<file path="src/rtl/spi_slave_regs.sv">
// SPI mode-0 target bridging to a byte-wide register-file port (cmd byte + data bytes).
// Define SPI_SLAVE_AUTOINC_EN to step reg_addr after every data byte; otherwise it stays fixed.
module spi_slave_regs #(
   parameter int AW          = 7,
   parameter int SYNC_STAGES = 2
) (
   input  logic          wb_clk_i,
   input  logic          wb_rst_i,
   input  logic          SCLK,
   input  logic          SSn,
   input  logic          MOSI,
   output logic          MISO,
   output logic          MISO_oeb,
   output logic [AW-1:0] reg_addr,
   output logic [7:0]    reg_wdata,
   output logic          reg_we,
   output logic          reg_re,
   input  logic [7:0]    reg_rdata,
   output logic          frame_err
);

`ifdef SPI_SLAVE_AUTOINC_EN
   localparam bit AUTOINC = 1'b1;
`else
   localparam bit AUTOINC = 1'b0;
`endif

   typedef enum logic [1:0] {IDLE, CMD, DATA} state_t;

   state_t                 state;
   logic [SYNC_STAGES-1:0] sclk_sy, ssn_sy, mosi_sy;
   logic                   sclk_d, ssn_d;
   logic [2:0]             bit_cnt;
   logic [7:0]             rx_shift, tx_shift;
   logic                   is_read, re_d, inc_pend;

   logic       sclk_s, ssn_s, mosi_s;
   logic       sclk_rise, sclk_fall, ssn_rise, ssn_fall, byte_done;
   logic [7:0] rx_next;
   logic [2:0] cnt_next;

   assign sclk_s    = sclk_sy[SYNC_STAGES-1];
   assign ssn_s     = ssn_sy[SYNC_STAGES-1];
   assign mosi_s    = mosi_sy[SYNC_STAGES-1];
   assign sclk_rise = sclk_s & ~sclk_d;
   assign sclk_fall = ~sclk_s & sclk_d;
   assign ssn_rise  = ssn_s & ~ssn_d;
   assign ssn_fall  = ~ssn_s & ssn_d;
   assign rx_next   = {rx_shift[6:0], mosi_s};
   assign cnt_next  = sclk_rise ? bit_cnt + 3'd1 : bit_cnt;
   assign byte_done = sclk_rise && (bit_cnt == 3'd7);

   // MISO is a decode of registers only; driven low outside a read data phase.
   assign MISO = (state == DATA) && is_read && tx_shift[7];

   always_ff @(posedge wb_clk_i) begin
      if (wb_rst_i) begin
         // SSn chain resets low so a frame already in progress cannot produce a fall edge.
         sclk_sy   <= '0;
         ssn_sy    <= '0;
         mosi_sy   <= '0;
         sclk_d    <= 1'b0;
         ssn_d     <= 1'b0;
         state     <= IDLE;
         bit_cnt   <= 3'd0;
         rx_shift  <= 8'h00;
         tx_shift  <= 8'h00;
         is_read   <= 1'b0;
         re_d      <= 1'b0;
         inc_pend  <= 1'b0;
         MISO_oeb  <= 1'b1;
         reg_addr  <= '0;
         reg_wdata <= 8'h00;
         reg_we    <= 1'b0;
         reg_re    <= 1'b0;
         frame_err <= 1'b0;
      end else begin
         sclk_sy   <= {sclk_sy[SYNC_STAGES-2:0], SCLK};
         ssn_sy    <= {ssn_sy[SYNC_STAGES-2:0], SSn};
         mosi_sy   <= {mosi_sy[SYNC_STAGES-2:0], MOSI};
         sclk_d    <= sclk_s;
         ssn_d     <= ssn_s;
         reg_we    <= 1'b0;
         reg_re    <= 1'b0;
         frame_err <= 1'b0;
         re_d      <= reg_re;
         inc_pend  <= 1'b0;
         if (inc_pend)
            reg_addr <= reg_addr + 1'b1;

         case (state)
            IDLE: begin
               if (ssn_fall) begin
                  state    <= CMD;
                  bit_cnt  <= 3'd0;
                  rx_shift <= 8'h00;
                  MISO_oeb <= 1'b0;
               end
            end
            CMD, DATA: begin
               if (sclk_rise) begin
                  rx_shift <= rx_next;
                  bit_cnt  <= cnt_next;
               end
               // No shift on the fall right after a byte boundary: the reload already put bit 7 out.
               if (sclk_fall && state == DATA && is_read && bit_cnt != 3'd0)
                  tx_shift <= {tx_shift[6:0], 1'b0};
               if (byte_done) begin
                  if (state == CMD) begin
                     reg_addr <= rx_next[AW-1:0];
                     is_read  <= rx_next[7];
                     reg_re   <= rx_next[7];
                     state    <= DATA;
                  end else if (is_read) begin
                     if (AUTOINC)
                        reg_addr <= reg_addr + 1'b1;
                     reg_re <= 1'b1;
                  end else begin
                     reg_we    <= 1'b1;
                     reg_wdata <= rx_next;
                     inc_pend  <= AUTOINC;
                  end
               end
               if (ssn_rise) begin
                  state     <= IDLE;
                  MISO_oeb  <= 1'b1;
                  bit_cnt   <= 3'd0;
                  frame_err <= (cnt_next != 3'd0);
               end
            end
            default: state <= IDLE;
         endcase

         // Read data arrives one cycle after the strobe; loading wins over a same-cycle shift.
         if (re_d)
            tx_shift <= reg_rdata;
      end
   end

endmodule

</file>
<file path="config.mk">
export PLATFORM = sky130hd
export DESIGN_NAME = spi_slave_regs
export DESIGN_NICKNAME = d
export VERILOG_FILES = /design/src/rtl/spi_slave_regs.sv
export SDC_FILE = /design/constraint.sdc
export NUM_CORES = 1
export LEC_CHECK = 0
export BUFFER_PORTS_ARGS = -buffer_cell sky130_fd_sc_hd__buf_2
export CAP_MARGIN = 20
export CORE_AREA = 5 5 56 78
export CTS_BUF_LIST = sky130_fd_sc_hd__clkbuf_2
export CTS_CLUSTER_DIAMETER = 60
export CTS_CLUSTER_SIZE = 25
export DETAILED_ROUTE_END_ITERATION = 10
export DIE_AREA = 0 0 61 83
export PLACE_DENSITY_LB_ADDON = 0.05
export SYNTH_ARGS = -nofsm -noshare
export SYNTH_HDL_FRONTEND = slang
export SYNTH_SLANG_ARGS = --single-unit
</file>
<file path="constraint.sdc">
create_clock -name wb_clk_i -period 3.1 [get_ports wb_clk_i]
set_input_delay 0.465 -clock wb_clk_i [delete_from_list [all_inputs] [get_ports wb_clk_i]]
set_output_delay 0.465 -clock wb_clk_i [all_outputs]
set_load 0.01 [all_outputs]
</file>
==> run summary <==
====================================================================================================
Outcome                                                                                 finished clean
Met2 Track Usage GR                                                                            28.5%
Most heavily used metal layer in global routing                                                 met2
Final Max Tran Viols                                                                               0
Total count of hold-check failures in the final report                                             0
Top cell type's share of synthesized area                                                      47.5%
Vias post-DR                                                                                   1,528
Nets in the synthesized netlist                                                                  227
Half-perimeter wire length after placement                                                   2830 um
Mapped Area                                                                               2060 sq um
Top-level port count                                                                              33
Clock buffers created by TritonCTS                                                                 5
Post-synthesis instance total                                                                    206
Areal power density over the cells                                                       437 nW/um^2
Worst setup SP type                                                                         register
PostCTS Resize Cnt                                                                                 0
Worst Tran Pin Value                                                                        0.749 ns
Max-cap violations                                                                                 0
Number of hold-repair buffers added at the cts stage                                               0
Fmax achieved                                                                              0.458 GHz
Register area share after synthesis                                                            47.5%
First-pass GRT wire length                                                                   6540 um
Total gr overflow                                                                                  0
LEAKAGE                                                                                      1.04 nW
Leading cell type in the layout, fill and taps excluded                                      dfxtp_1
Area contributors post-synth                                                            dfxtp_1, mux2i_1, nor2b_1
Post-route ant nets                                                                                0
Detail-routed via count per cell                                                                5.52
Count of flip-flops with a built-in enable after synthesis                                         0
Area growth from synthesis to final layout                                                     9.76%
Maximum number of pins on one net before global-route repair                                      36
Fraction of power consumed by sequential logic                                                 65.4%
Data arrival time at the worst-slack endpoint                                                2.49 ns
CTS Buffer Depth                                                                                   2
Critical path start-end classification                                                       reg2reg
Clock Skew                                                                                0.00937 ns
Cell-internal power                                                                         0.737 mW
Root Buffer                                                                                 clkbuf_2
Source-to-sink clock delay at the later pin of the worst-skew pair                           0.39 ns
Clock H-tree levels                                                                                2
CTS tree                                                                                        done
Die X                                                                                          61 um
GRT met3 Usage                                                                                 4.50%
Effective utilization at floorplan                                                             57.7%
WP data required                                                                             3.41 ns
# DRC                                                                                              0
Clock network fraction of design power                                                         25.4%
Fin nets                                                                                         255
Final-report setup violation count                                                                 0
Number of antenna cells inserted                                                                   0
Worst VDD drop                                                                              0.370 mV
Avg Cell Area, Syn                                                                        10.0 sq um
Count of state elements after synthesis                                                           49
Predominant post-synthesis flop cell                                                         dfxtp_1
Initial detailed-routing violation count                                                          40
Fraction of the cycle the final worst path needs                                               70.4%
Path class of the lowest-slack min-delay path                                                 in2reg
Initial antenna violation count                                                                    0
Drt wl/cell                                                                                  13.9 um
Period minus WS final                                                                        2.18 ns
Clock-pin slew reported for the worst setup and hold paths after clock tree synthesis        0.23 ns
Sw frac                                                                                        25.5%
Portion of total power attributed to combinational logic                                        9.2%
Area of the die                                                                           5060 sq um
Most frequent cells in the layout                                                       dfxtp_1, buf_2, nor2_1
Count of distinct cell types in the synthesized netlist                                           34
Routability-driven placement congestion ratio                                                  0.775
Std-Cell Rows                                                                                     26
Most area-hungry cell type in the Yosys netlist                                              dfxtp_1
Worst max-slew margin expressed relative to the limit                                          50.0%
Global router's overall resource usage                                                         16.5%
Net switching power                                                                         0.253 mW
Kind of end point of the critical path                                                      register
Total power after layout                                                                    0.989 mW
Vias in the first global route                                                                 1,491
Critical path peak fanout                                                                         11
Die extent in y                                                                                83 um
Placeable Area                                                                            3580 sq um
Number of detailed-routing iterations run before antenna repair                                    4
Worst Hold Margin                                                                           0.258 ns
Yosys warning total                                                                                0
Number of post-CTS setup repair buffers                                                            0
Drt total wl                                                                                 3840 um
Setup TNS                                                                                       0 ns
Global-route track usage on met1                                                               19.0%
Async set-or-reset flop fraction in the synthesized netlist                                       0%
Layout cells sized above 1                                                                     21.3%
Clock tree sinks                                                                                  49
Count of port buffers added during placement                                                      32
RSZ-0062 raised after global routing                                                              no
====================================================================================================
[worst paths after layout]
check | startpoint | endpoint | slack (ns) | cells past startpoint
worst min register to register | ssn_sy[0]$_SDFF_PP0_ | ssn_sy[1]$_SDFF_PP0_ | 0.46 | 1
worst max-delay path | sclk_sy[1]$_SDFF_PP0_ | reg_wdata[6]$_SDFFE_PP0P_ | 0.92 | 4
worst max register to register | sclk_sy[1]$_SDFF_PP0_ | reg_wdata[6]$_SDFFE_PP0P_ | 0.92 | 4
worst min-delay path | SCLK | sclk_sy[0]$_SDFF_PP0_ | 0.26 | 2
[registers in the layout, summed over array words and instances, names as in the netlist]
| register | count |
|---|---|
| ssn_d | 1 |
| reg_we | 1 |
| is_read | 1 |
| sclk_sy | 2 |
| reg_addr | 7 |
| ssn_sy | 2 |
| state | 2 |
| rx_shift | 7 |
| re_d | 1 |
| reg_wdata | 8 |
| frame_err | 1 |
| mosi_sy | 2 |
| bit_cnt | 3 |
| sclk_d | 1 |
| reg_re | 1 |
| tx_shift | 8 |
| MISO_oeb | 1 |
[routing by layer]
layer,vias up,routed length [um]
met4,0,41
met3,4,182
met5,-,0
met2,30,2030
li1,779,-
met1,715,1580
[cells in the mapped netlist, types with 3 or more instances]
cell / instances
a2111oi_2: 7
a21oi_1: 5
clkbuf_1: 8
dfxtp_1: 49
ha_1: 8
inv_1: 8
mux2i_1: 19
nand2b_1: 9
nand4_1: 4
nor2_1: 27
nor2b_1: 19
nor3_1: 7
o211ai_1: 3
o22ai_1: 5
[power groups by stage]
stage	clock network, mW	logic, mW	registers, mW
2_1_floorplan	0	0.0689	0.659
3_3_place_gp	0	0.0899	0.658
3_5_place_dp	0	0.0912	0.659
4_1_cts	0.268	0.0916	0.647
5_1_grt	0.290	0.104	0.649
6_report	0.251	0.0915	0.647
[layout make-up]
| class | instances | area [sq um] |
|---|---|---|
| Clock buffer | 7 | 35.0 |
| Clock inverter | 1 | 7.51 |
| Inverter | 8 | 30.0 |
| Timing Repair Buffer | 33 | 168 |
| Sequential cell | 49 | 981 |
| Tap cell | 42 | 52.6 |
| Multi-Input combinational cell | 137 | 992 |
| Fill cell | 327 | 1310 |
[cells by family after synthesis]
family                     share of synthesized area (%)
adders and majority gates                           4.85
DFF                                                 47.5
muxes                                               9.21
AOI/OAI and AO/OA                                   12.4
and+or+nand+nor                                     21.6
buffers and inverters                               4.42
[worst max-delay path: stages, from the launching register on]
cell     delay (ns)
dfxtp_1        0.41
nor2b_1        0.62
nand4_1        0.66
mux2i_1        0.34
nor2_1         0.06
[stage by stage]
| step | instance area, sq um | std cells | utilization [%] | worst slack (ns) |
|---|---|---|---|---|
| finish | 2270 | 277 | 63.3 | 0.919 |
| global route | 2270 | 277 | 63.3 | 0.708 |
| CTS | 2270 | 277 | 63.3 | 0.923 |
| detailed placement | 2220 | 269 | 62.1 | 0.920 |
| global placement | 2220 | 269 | 62.1 | 1.02 |
| floorplan | 2060 | 206 | - | 1.54 |
No activity file was read; power rests on OpenSTA's default activity.
